File: config.mk
export PLATFORM = sky130hd
export DESIGN_NAME = execute_mem_flat
export DESIGN_NICKNAME = d
export VERILOG_FILES = /design/src/rtl/execute_mem_if.sv /design/src/rtl/execute_mem.sv /design/src/flat_wrapper.sv
export SDC_FILE = /design/constraint.sdc
export NUM_CORES = 1
export LEC_CHECK = 0
export ABC_AREA = 1
export CAP_MARGIN = 20
export CORE_UTILIZATION = 35
export CTS_CLUSTER_SIZE = 24
export DETAILED_ROUTE_END_ITERATION = 10
export PLACE_DENSITY = 0.69
export SYNTH_ARGS = -nofsm -noshare
export SYNTH_HDL_FRONTEND = slang
export SYNTH_SLANG_ARGS = --single-unit
File: constraint.sdc
create_clock -name clock -period 6.3 [get_ports clock]
set_input_delay 0.945 -clock clock [delete_from_list [all_inputs] [get_ports clock]]
set_output_delay 0.945 -clock clock [all_outputs]
set_load 0.01 [all_outputs]
File: src/rtl/execute_mem_if.sv
// Issue, data-memory and writeback/broadcast signal bundle for the memory execution unit.
// The master modport is the execution unit; the slave modport is its environment.
interface execute_mem_if #(
  parameter int unsigned PRF_INDEX_SIZE = 6,
  parameter int unsigned XLEN           = 32
);
  logic                      issue_valid;
  logic                      issue_is_store;
  logic [1:0]                issue_size;
  logic                      issue_unsigned;
  logic [XLEN-1:0]           issue_rs1_data;
  logic [XLEN-1:0]           issue_rs2_data;
  logic [XLEN-1:0]           issue_imm;
  logic [PRF_INDEX_SIZE-1:0] issue_rd_index;
  logic                      issue_rd_valid;
  logic                      ex_busy;

  logic                      mem_req_valid;
  logic                      mem_req_ready;
  logic [XLEN-1:0]           mem_req_addr;
  logic                      mem_req_wen;
  logic [XLEN-1:0]           mem_req_wdata;
  logic [3:0]                mem_req_wstrb;
  logic                      mem_resp_valid;
  logic [XLEN-1:0]           mem_resp_rdata;

  logic                      wb_valid;
  logic [PRF_INDEX_SIZE-1:0] wb_prf_index;
  logic [XLEN-1:0]           wb_data;
  logic                      ctb_valid;
  logic [PRF_INDEX_SIZE-1:0] ctb_prf_int_index;
  logic                      exc_valid;
  logic [XLEN-1:0]           exc_addr;

  modport master (
    input  issue_valid, issue_is_store, issue_size, issue_unsigned,
           issue_rs1_data, issue_rs2_data, issue_imm, issue_rd_index, issue_rd_valid,
           mem_req_ready, mem_resp_valid, mem_resp_rdata,
    output ex_busy, mem_req_valid, mem_req_addr, mem_req_wen, mem_req_wdata, mem_req_wstrb,
           wb_valid, wb_prf_index, wb_data, ctb_valid, ctb_prf_int_index, exc_valid, exc_addr
  );

  modport slave (
    output issue_valid, issue_is_store, issue_size, issue_unsigned,
           issue_rs1_data, issue_rs2_data, issue_imm, issue_rd_index, issue_rd_valid,
           mem_req_ready, mem_resp_valid, mem_resp_rdata,
    input  ex_busy, mem_req_valid, mem_req_addr, mem_req_wen, mem_req_wdata, mem_req_wstrb,
           wb_valid, wb_prf_index, wb_data, ctb_valid, ctb_prf_int_index, exc_valid, exc_addr
  );
endinterface

File: src/rtl/execute_mem.sv
// Memory execution unit: one outstanding load/store, effective-address generation,
// lane steering for stores, load extraction/extension, writeback and tag broadcast.
module execute_mem #(
  parameter int unsigned PRF_INDEX_SIZE = 6,
  parameter int unsigned XLEN           = 32
) (
  input  logic          clock,
  input  logic          reset,
  execute_mem_if.master bus
);

  typedef enum logic [2:0] {IDLE, REQ, RESP, WB, EXC} state_e;

  state_e                    state_q,    state_d;
  logic                      is_store_q, is_store_d;
  logic [1:0]                size_q,     size_d;
  logic                      unsigned_q, unsigned_d;
  logic [XLEN-1:0]           ea_q,       ea_d;
  logic [XLEN-1:0]           rs2_q,      rs2_d;
  logic [PRF_INDEX_SIZE-1:0] rd_q,       rd_d;
  logic                      rd_valid_q, rd_valid_d;
  logic [XLEN-1:0]           ld_data_q,  ld_data_d;

  logic [XLEN-1:0] issue_ea_c;
  logic            misaligned_c;
  logic [XLEN-1:0] shifted_c;
  logic [XLEN-1:0] ld_ext_c;
  logic [XLEN-1:0] st_wdata_c;
  logic [3:0]      st_wstrb_c;

  // Effective address and alignment of the uop currently offered by the issue queue
  always_comb begin
    issue_ea_c = bus.issue_rs1_data + bus.issue_imm;
    case (bus.issue_size)
      2'b00:   misaligned_c = 1'b0;
      2'b01:   misaligned_c = issue_ea_c[0];
      default: misaligned_c = |issue_ea_c[1:0];
    endcase
  end

  // Load result: bring the addressed lane down to bit 0, then extend by size
  always_comb begin
    shifted_c = bus.mem_resp_rdata >> {ea_q[1:0], 3'b000};
    case (size_q)
      2'b00:   ld_ext_c = {{(XLEN-8){~unsigned_q & shifted_c[7]}}, shifted_c[7:0]};
      2'b01:   ld_ext_c = {{(XLEN-16){~unsigned_q & shifted_c[15]}}, shifted_c[15:0]};
      default: ld_ext_c = shifted_c;
    endcase
  end

  // Store lanes: replicate narrow data across the word, strobe only the addressed bytes
  always_comb begin
    case (size_q)
      2'b00: begin
        st_wdata_c = {(XLEN/8){rs2_q[7:0]}};
        st_wstrb_c = 4'(4'b0001 << ea_q[1:0]);
      end
      2'b01: begin
        st_wdata_c = {(XLEN/16){rs2_q[15:0]}};
        st_wstrb_c = 4'(4'b0011 << ea_q[1:0]);
      end
      default: begin
        st_wdata_c = rs2_q;
        st_wstrb_c = 4'b1111;
      end
    endcase
  end

  always_ff @(posedge clock or posedge reset) begin
    if (reset) begin
      state_q    <= IDLE;
      is_store_q <= 1'b0;
      size_q     <= 2'b00;
      unsigned_q <= 1'b0;
      ea_q       <= '0;
      rs2_q      <= '0;
      rd_q       <= '0;
      rd_valid_q <= 1'b0;
      ld_data_q  <= '0;
    end else begin
      state_q    <= state_d;
      is_store_q <= is_store_d;
      size_q     <= size_d;
      unsigned_q <= unsigned_d;
      ea_q       <= ea_d;
      rs2_q      <= rs2_d;
      rd_q       <= rd_d;
      rd_valid_q <= rd_valid_d;
      ld_data_q  <= ld_data_d;
    end
  end

  // Next state; issue and response inputs are only looked at in IDLE and RESP
  always_comb begin
    state_d    = state_q;
    is_store_d = is_store_q;
    size_d     = size_q;
    unsigned_d = unsigned_q;
    ea_d       = ea_q;
    rs2_d      = rs2_q;
    rd_d       = rd_q;
    rd_valid_d = rd_valid_q;
    ld_data_d  = ld_data_q;
    case (state_q)
      IDLE: begin
        if (bus.issue_valid) begin
          is_store_d = bus.issue_is_store;
          size_d     = bus.issue_size;
          unsigned_d = bus.issue_unsigned;
          ea_d       = issue_ea_c;
          rs2_d      = bus.issue_rs2_data;
          rd_d       = bus.issue_rd_index;
          rd_valid_d = bus.issue_rd_valid;
          state_d    = misaligned_c ? EXC : REQ;
        end
      end
      REQ: begin
        if (bus.mem_req_ready) state_d = RESP;
      end
      RESP: begin
        if (bus.mem_resp_valid) begin
          if (is_store_q) begin
            state_d = IDLE;
          end else begin
            ld_data_d = ld_ext_c;
            state_d   = rd_valid_q ? WB : IDLE;
          end
        end
      end
      WB:      state_d = IDLE;
      EXC:     state_d = IDLE;
      default: state_d = IDLE;
    endcase
  end

  // Outputs decode from the state register and latched fields only
  always_comb begin
    bus.ex_busy           = (state_q != IDLE);
    bus.mem_req_valid     = 1'b0;
    bus.mem_req_addr      = '0;
    bus.mem_req_wen       = 1'b0;
    bus.mem_req_wdata     = '0;
    bus.mem_req_wstrb     = 4'b0000;
    bus.wb_valid          = 1'b0;
    bus.wb_prf_index      = '0;
    bus.wb_data           = '0;
    bus.ctb_valid         = 1'b0;
    bus.ctb_prf_int_index = '0;
    bus.exc_valid         = 1'b0;
    bus.exc_addr          = '0;
    case (state_q)
      REQ: begin
        bus.mem_req_valid = 1'b1;
        bus.mem_req_addr  = {ea_q[XLEN-1:2], 2'b00};
        bus.mem_req_wen   = is_store_q;
        if (is_store_q) begin
          bus.mem_req_wdata = st_wdata_c;
          bus.mem_req_wstrb = st_wstrb_c;
        end
      end
      WB: begin
        bus.wb_valid          = 1'b1;
        bus.wb_prf_index      = rd_q;
        bus.wb_data           = ld_data_q;
        bus.ctb_valid         = 1'b1;
        bus.ctb_prf_int_index = rd_q;
      end
      EXC: begin
        bus.exc_valid = 1'b1;
        bus.exc_addr  = ea_q;
      end
      default: ;
    endcase
  end

endmodule

File: src/flat_wrapper.sv
// flat-port wrapper written by rule: the top's interface ports become plain ports
module execute_mem_flat 
#(
  parameter int unsigned PRF_INDEX_SIZE = 6,
  parameter int unsigned XLEN           = 32
)
  (clock, reset, bus_issue_valid, bus_issue_is_store, bus_issue_size, bus_issue_unsigned, bus_issue_rs1_data, bus_issue_rs2_data, bus_issue_imm, bus_issue_rd_index, bus_issue_rd_valid, bus_mem_req_ready, bus_mem_resp_valid, bus_mem_resp_rdata, bus_ex_busy, bus_mem_req_valid, bus_mem_req_addr, bus_mem_req_wen, bus_mem_req_wdata, bus_mem_req_wstrb, bus_wb_valid, bus_wb_prf_index, bus_wb_data, bus_ctb_valid, bus_ctb_prf_int_index, bus_exc_valid, bus_exc_addr);
  execute_mem_if #(.PRF_INDEX_SIZE(PRF_INDEX_SIZE), .XLEN(XLEN)) bus_i ();
  input  logic clock;
  input  logic reset;
  input wire logic [$bits(bus_i.issue_valid)-1:0] bus_issue_valid;
  input wire logic [$bits(bus_i.issue_is_store)-1:0] bus_issue_is_store;
  input wire logic [$bits(bus_i.issue_size)-1:0] bus_issue_size;
  input wire logic [$bits(bus_i.issue_unsigned)-1:0] bus_issue_unsigned;
  input wire logic [$bits(bus_i.issue_rs1_data)-1:0] bus_issue_rs1_data;
  input wire logic [$bits(bus_i.issue_rs2_data)-1:0] bus_issue_rs2_data;
  input wire logic [$bits(bus_i.issue_imm)-1:0] bus_issue_imm;
  input wire logic [$bits(bus_i.issue_rd_index)-1:0] bus_issue_rd_index;
  input wire logic [$bits(bus_i.issue_rd_valid)-1:0] bus_issue_rd_valid;
  input wire logic [$bits(bus_i.mem_req_ready)-1:0] bus_mem_req_ready;
  input wire logic [$bits(bus_i.mem_resp_valid)-1:0] bus_mem_resp_valid;
  input wire logic [$bits(bus_i.mem_resp_rdata)-1:0] bus_mem_resp_rdata;
  output wire logic [$bits(bus_i.ex_busy)-1:0] bus_ex_busy;
  output wire logic [$bits(bus_i.mem_req_valid)-1:0] bus_mem_req_valid;
  output wire logic [$bits(bus_i.mem_req_addr)-1:0] bus_mem_req_addr;
  output wire logic [$bits(bus_i.mem_req_wen)-1:0] bus_mem_req_wen;
  output wire logic [$bits(bus_i.mem_req_wdata)-1:0] bus_mem_req_wdata;
  output wire logic [$bits(bus_i.mem_req_wstrb)-1:0] bus_mem_req_wstrb;
  output wire logic [$bits(bus_i.wb_valid)-1:0] bus_wb_valid;
  output wire logic [$bits(bus_i.wb_prf_index)-1:0] bus_wb_prf_index;
  output wire logic [$bits(bus_i.wb_data)-1:0] bus_wb_data;
  output wire logic [$bits(bus_i.ctb_valid)-1:0] bus_ctb_valid;
  output wire logic [$bits(bus_i.ctb_prf_int_index)-1:0] bus_ctb_prf_int_index;
  output wire logic [$bits(bus_i.exc_valid)-1:0] bus_exc_valid;
  output wire logic [$bits(bus_i.exc_addr)-1:0] bus_exc_addr;
  assign bus_i.issue_valid = bus_issue_valid;
  assign bus_i.issue_is_store = bus_issue_is_store;
  assign bus_i.issue_size = bus_issue_size;
  assign bus_i.issue_unsigned = bus_issue_unsigned;
  assign bus_i.issue_rs1_data = bus_issue_rs1_data;
  assign bus_i.issue_rs2_data = bus_issue_rs2_data;
  assign bus_i.issue_imm = bus_issue_imm;
  assign bus_i.issue_rd_index = bus_issue_rd_index;
  assign bus_i.issue_rd_valid = bus_issue_rd_valid;
  assign bus_i.mem_req_ready = bus_mem_req_ready;
  assign bus_i.mem_resp_valid = bus_mem_resp_valid;
  assign bus_i.mem_resp_rdata = bus_mem_resp_rdata;
  assign bus_ex_busy = bus_i.ex_busy;
  assign bus_mem_req_valid = bus_i.mem_req_valid;
  assign bus_mem_req_addr = bus_i.mem_req_addr;
  assign bus_mem_req_wen = bus_i.mem_req_wen;
  assign bus_mem_req_wdata = bus_i.mem_req_wdata;
  assign bus_mem_req_wstrb = bus_i.mem_req_wstrb;
  assign bus_wb_valid = bus_i.wb_valid;
  assign bus_wb_prf_index = bus_i.wb_prf_index;
  assign bus_wb_data = bus_i.wb_data;
  assign bus_ctb_valid = bus_i.ctb_valid;
  assign bus_ctb_prf_int_index = bus_i.ctb_prf_int_index;
  assign bus_exc_valid = bus_i.exc_valid;
  assign bus_exc_addr = bus_i.exc_addr;
  execute_mem #(.PRF_INDEX_SIZE(PRF_INDEX_SIZE), .XLEN(XLEN)) u_core (.clock(clock), .reset(reset), .bus(bus_i));
endmodule
==> run metrics, run 1 <==
via count of the first global-routing pass between 8000 and 9000; Remaining Overflow, GRT 0; DRC viols 0; cell taking the most area after synthesis sky130_fd_sc_hd__dfrtp_1; Mean Syn Cell Area a little over 6 um2; post-route worst setup slack 2.55 ns; Max Fclk about 270 MHz; ant diodes 0; antenna violation net count after detailed routing 0; Sw Share 44.8%; overall die height 156 um; I/O Buffers about 290; count of flip-flops with a built-in enable after synthesis 0; cell-by-cell trace of the critical path inv_1 > o21ai_0 > o21ai_0 > inv_1 > clkdlybuf4s50_1; number of distinct standard cells referenced by the synthesized netlist 35; type of the worst setup path reg2out; Vias about 8900; initial antenna violation count 0; combinational fraction of design power 52.6%; WP data arrival between 2 and 3 ns; Die Area 0.0243 mm2; total clock sinks 110; register bit total from synthesis 110; fraction of layout instances using a drive strength above 1 2.31%; cell count of the worst hold path 2; Final Critical Period about 3.8 ns; cell with the most instances after synthesis sky130_fd_sc_hd__nand2_1; warning count from the yosys run 0; reg2reg end u_core.rs2_q[7]; Setup TNS 0 ns; floorplan die width 156 um; first-pass GRT wire length 42.1 mm; critical path's largest stage delay 0.98 ns; most used standard cells in the synthesized netlist sky130_fd_sc_hd__nand2_1 (400), sky130_fd_sc_hd__inv_1 (260), sky130_fd_sc_hd__nor2_1 (189); CP required between 5 and 6 ns; clock share of power between 10 and 15%; number of buffers created by CTS 9; count of routing violations after the opening detailed-route iteration 456; final weighted congestion in routability-driven placement around 0.91; clock tree from TritonCTS done; synthesized cell area ~0.0083 mm2; total routed wirelength between 20 and 30 mm; io pins 294; cell count after synthesis roughly 1300; maximum VDD drop 154 uV; pin count of the biggest net entering global routing 79; actual slew at the worst max-slew pin 0.953 ns; total number of placement rows 55; power density normalized to cell area between 300 and 400 mW/mm2; global-route usage over all layers between 20% and 30%; Worst Setup Start Kind register; reg-to-reg startpoint u_core.state_q[0]; internal power 2.11 mW; first-pass iteration count of the detailed router 5; number of setup violations in the final report 0; capturing element type of the critical path output pin; core area 0.0229 mm2; detailed-placement wirelength estimate between 20 and 25 mm; slowest library cell on the worst path sky130_fd_sc_hd__dfrtp_1; CTS clock-pin slew for the worst setup and hold paths 0.08 ns; most area-consuming cells after synthesis sky130_fd_sc_hd__dfrtp_1 (33%), sky130_fd_sc_hd__nand2_1 (18%), sky130_fd_sc_hd__inv_1 (12%); run status finished, final reports clean; Post-CTS Setup Bufs 0; normalized max-slew margin 36.4%; unrepaired setup endpoints after global routing no; Final Skew 0.0115 ns; layout overhead on the synthesized area 40.5%; Clock Root Buffer sky130_fd_sc_hd__clkbuf_16; Clk Latency, worst-skew pair about 0.36 ns; R2R setup slack 3.12 ns; nets 1774; area share of the largest cell type after synthesis about a third; count of H-tree levels built during CTS 3; start point of the critical path u_core.ea_q[1]; mean number of vias per cell 4.66; Final Hold Fails 0; Initial Utilization 36.2%; total chip power 3.82 mW; WL/cell between 10 and 15 um; async set or reset register ratio after synthesis 100%; CP Capture Point bus_mem_req_wstrb[2]; Clock Path Buffers 2; most instantiated flip-flop cell in the synthesis netlist sky130_fd_sc_hd__dfrtp_1; net switching power 1.71 mW; Crit Path Max Fanout 32; Hold/Removal Path Class reg2reg; post-placement worst setup slack 2.29 ns; number of max-capacitance violations reported 0; Max Slew Vio Count 0; CTS Hold Buffers Added 0; sequential-to-total area share from yosys stat 33.2%; worst reg2reg path depth 5; CTS-repair resized insts 0; sequential share of power 32.7%; part of the cycle the worst path needs roughly three fifths; static leakage 5.88 nW
==> layer usage <==
layer / share of wire, % / wire length (um) / GRT usage, %
met5: 0 / 0 / 0
met4: 1.6 / 426 / 6.21
met3: 5.8 / 1560 / 2.58
met2: 49 / 13200 / 39.7
met1: 43 / 11700 / 26.9
==> per-stage QoR <==
stage	util, %	cells	instance area [um2]	hold WS, ns
after detailed placement	49.6	1900	11400	0.470
after floorplan	-	1346	8300	0.449
final	50.9	1916	11700	0.483
after CTS	50.9	1916	11700	0.490
after global routing	50.9	1916	11700	0.505
after global placement	49.6	1900	11400	0.464
==> cells by family (layout without fill, tap and decap cells) <==
group | count (synthesis) | after routing | synth area share (%)
buf+inv | 323 | 580 | 15.5
xor+xnor | 13 | 13 | 1.37
simple gates | 658 | 658 | 31.3
flops | 110 | 110 | 33.2
fa+ha+maj | 32 | 32 | 4.92
other cells | 1 | 2 | 0.0452
compound gates | 208 | 208 | 13.7
==> power groups by stage <==
stage                     logic, mW  clock network (mW)  registers [mW]
after floorplan                1.31                   0            1.18
after global placement         1.98                   0            1.25
after detailed placement       2.01                   0            1.26
after CTS                      2.02               0.573            1.25
after global routing           2.25               0.599            1.28
final                          2.01               0.561            1.25
==> flip-flops by register name, indices dropped and copies added, names as in the netlist <==
| signal | count |
|---|---|
| u_core.ea_q | 32 |
| u_core.ld_data_q | 32 |
| u_core.rs2_q | 32 |
| u_core.rd_q | 6 |
| u_core.state_q | 3 |
| u_core.size_q | 2 |
| u_core.is_store_q | 1 |
| u_core.rd_valid_q | 1 |
| u_core.unsigned_q | 1 |
==> cells in the final DEF (no fill, tap or decap), types with 2 or more instances in the layout <==
cell                              instances
sky130_fd_sc_hd__a21oi_1                 51
sky130_fd_sc_hd__buf_4                    8
sky130_fd_sc_hd__clkbuf_16                9
sky130_fd_sc_hd__clkdlybuf4s50_1        291
sky130_fd_sc_hd__clkinv_4                 2
sky130_fd_sc_hd__clkinvlp_4               2
sky130_fd_sc_hd__conb_1                   2
sky130_fd_sc_hd__dfrtp_1                110
sky130_fd_sc_hd__ha_1                    31
sky130_fd_sc_hd__inv_1                  259
sky130_fd_sc_hd__inv_2                    5
sky130_fd_sc_hd__nand2_1                400
sky130_fd_sc_hd__nand3_1                 51
sky130_fd_sc_hd__nand3b_1                 2
sky130_fd_sc_hd__nand4_1                  3
sky130_fd_sc_hd__nor2_1                 189
sky130_fd_sc_hd__nor3_1                   5
sky130_fd_sc_hd__o211ai_1                16
sky130_fd_sc_hd__o21ai_0                109
sky130_fd_sc_hd__o21ai_1                  2
sky130_fd_sc_hd__o21bai_1                 4
sky130_fd_sc_hd__o22ai_1                 18
sky130_fd_sc_hd__o31ai_1                  7
sky130_fd_sc_hd__or2_2                    2
sky130_fd_sc_hd__xnor2_1                 12
==> final cells by class <==
class	count	area, um2
clock buffer	9	225
sequential	110	2750
multi-input combinational	913	4260
tap	313	392
inverter	265	997
timing repair buffer	299	2970
clock inverter	7	57.6
fill	2353	11300
==> critical path: cells and delay by family, from the launching register on <==
kind,cells,cell delay (ns)
compound gates,2,0.35
flops,1,0.98
buf+inv,3,1.12
==> worst min path at each step <==
| stage | start | end | slack [ns] |
|---|---|---|---|
| 2_1_floorplan | u_core.ea_q[16] | u_core.ea_q[16] | 0.45 |
| 3_3_place_gp | u_core.rs2_q[21] | u_core.rs2_q[21] | 0.46 |
| 5_1_grt | u_core.rs2_q[22] | u_core.rs2_q[22] | 0.50 |
| 4_1_cts | u_core.ea_q[25] | u_core.ea_q[25] | 0.49 |
| 3_5_place_dp | u_core.ea_q[25] | u_core.ea_q[25] | 0.47 |
| 6_report | u_core.ea_q[28] | u_core.ea_q[28] | 0.48 |
No activity file was read; power rests on OpenSTA's default activity.
==> inputs of run 2 (changes only) <==
- PLACE_DENSITY: 0.69 -> 0.71
- clock period: 6.3 -> 3.1 ns (I/O delays scaled with it)
==> run metrics, run 2 (synthesis gave the netlist of run 1 again) <==
number of setup violations in the final report 0; overall die height 156 um; nets 1783; most numerous cell on the critical path sky130_fd_sc_hd__nor2_1; run status finished, final reports clean; Final Skew 0.0150 ns; first-pass iteration count of the detailed router 5; mean number of vias per cell about 4.7; R2R setup slack 1.10 ns; Clock Root Buffer sky130_fd_sc_hd__clkbuf_16; floorplan die width 156 um; Vias 9063; Die Area 0.0243 mm2; DRC viols 0; Crit Path Max Fanout 31; capturing element type of the critical path output pin; first-pass GRT wire length approximately 44 mm; normalized max-slew margin 57.9%; cell-by-cell trace of the critical path nor2_1 > nand2_1 > buf_4 > nor2_1 > clkdlybuf4s50_1; placed cell count between 1500 and 2000; I/O Buffers between 200 and 300; part of the cycle the worst path needs between 80% and 90%; final design utilization 51.5%; maximum VDD drop 359 uV; total chip power 7.96 mW; Post-CTS Setup Bufs 0; power density normalized to cell area approximately 670 mW/mm2; actual slew at the worst max-slew pin 0.629 ns; total number of placement rows 55; reg2reg end u_core.ld_data_q[28]; Max Fclk 366 MHz; number of buffers created by CTS 9; type of the worst setup path reg2out; static leakage between 5 and 6 nW; count of routing violations after the opening detailed-route iteration 533; fraction of layout instances using a drive strength above 1 2.92%; WL/cell 14.4 um; reg-to-reg startpoint u_core.size_q[1]; global-route usage over all layers 23.0%; number of max-capacitance violations reported 0; post-route standard cell area excluding fillers 0.0118 mm2; Max Slew Vio Count 0; minimum hold slack 0.420 ns; post-route worst setup slack 0.371 ns; Setup TNS 0 ns; pin count of the biggest net entering global routing ~60; total routed wirelength 27.7 mm; Final Hold Fails 0; Finished Layout Cells roughly 1900; Remaining Overflow, GRT 0; post-placement cell area 0.0115 mm2; clock tree from TritonCTS done; core area around 0.023 mm2; CP required 2.63 ns; leading registers by flop count u_core.ea_q: 32 flops, u_core.ld_data_q: 32 flops, u_core.rs2_q: 32 flops; via count of the first global-routing pass 8573; count of H-tree levels built during CTS 3; Clock Path Buffers 2; slowest library cell on the worst path sky130_fd_sc_hd__clkdlybuf4s50_1; most common cell after layout, fill and taps aside sky130_fd_sc_hd__nand2_1; unrepaired setup endpoints after global routing no; Initial Utilization between 30 and 40%; Clk Latency, worst-skew pair 0.36 ns; antenna violation net count after detailed routing 0; most frequent cells in the layout sky130_fd_sc_hd__nand2_1 (400), sky130_fd_sc_hd__clkdlybuf4s50_1 (291), sky130_fd_sc_hd__inv_1 (259); post-placement worst setup slack between 0.5 and 0.6 ns; critical path's largest stage delay between 0.5 and 0.6 ns; Hold/Removal Path Class in2async; worst reg2reg path depth 7; final weighted congestion in routability-driven placement 0.898; initial antenna violation count 2; CTS clock-pin slew for the worst setup and hold paths around 0.080 ns; io pins 294; Final Critical Period 2.73 ns; total clock sinks 110; WP data arrival 2.26 ns; detailed-placement wirelength estimate around 22 mm; layout overhead on the synthesized area 42.2%; Worst Setup Start Kind register
## run 2: power by group
group / internal [mW] / switching (mW)
clock network: 0.639 / 0.594
logic: 1.65 / 2.58
registers: 2.14 / 0.355
## run 2: cell type report
| type | instances | area (um2) |
|---|---|---|
| flip-flops and latches | 110 | 2750 |
| clock inverters | 7 | 80.1 |
| inverters | 265 | 1000 |
| clock buffers | 9 | 225 |
| fillers | 2378 | 11100 |
| multi-input cells | 913 | 4270 |
| repair buffers | 308 | 3080 |
| diodes | 2 | 5.00 |
| well taps | 313 | 392 |
## run 2: repair_timing
action,CTS,global route
resized for setup,0,1
setup endpoints to repair,0,2
hold buffers,0,0
## run 2: worst max-delay path, delay by kind of cell (launching register included)
family	cells	cell delay [ns]
buffers and inverters	2	0.88
flip-flops	1	0.43
AND/OR/NAND/NOR	3	0.60
## run 2: worst max path at each step
stage,start,endpoint,slack (ns),cells after the start
after floorplan,bus_issue_imm[0],u_core.ea_q[20],1.19,10
after global placement,u_core.state_q[2],bus_wb_valid,0.57,5
after detailed placement,bus_issue_imm[0],u_core.ea_q[20],0.53,11
after CTS,u_core.state_q[2],bus_wb_valid,0.14,5
after global routing,u_core.state_q[0],bus_exc_addr[13],0.18,5
final,u_core.state_q[0],bus_exc_addr[22],0.37,5
## run 2: routing by layer
metal	global-route usage [%]	part of all wire, %
met1	28.5	43
met2	40.3	49
met3	3.69	5.7
met4	7.42	2.4
met5	0	0
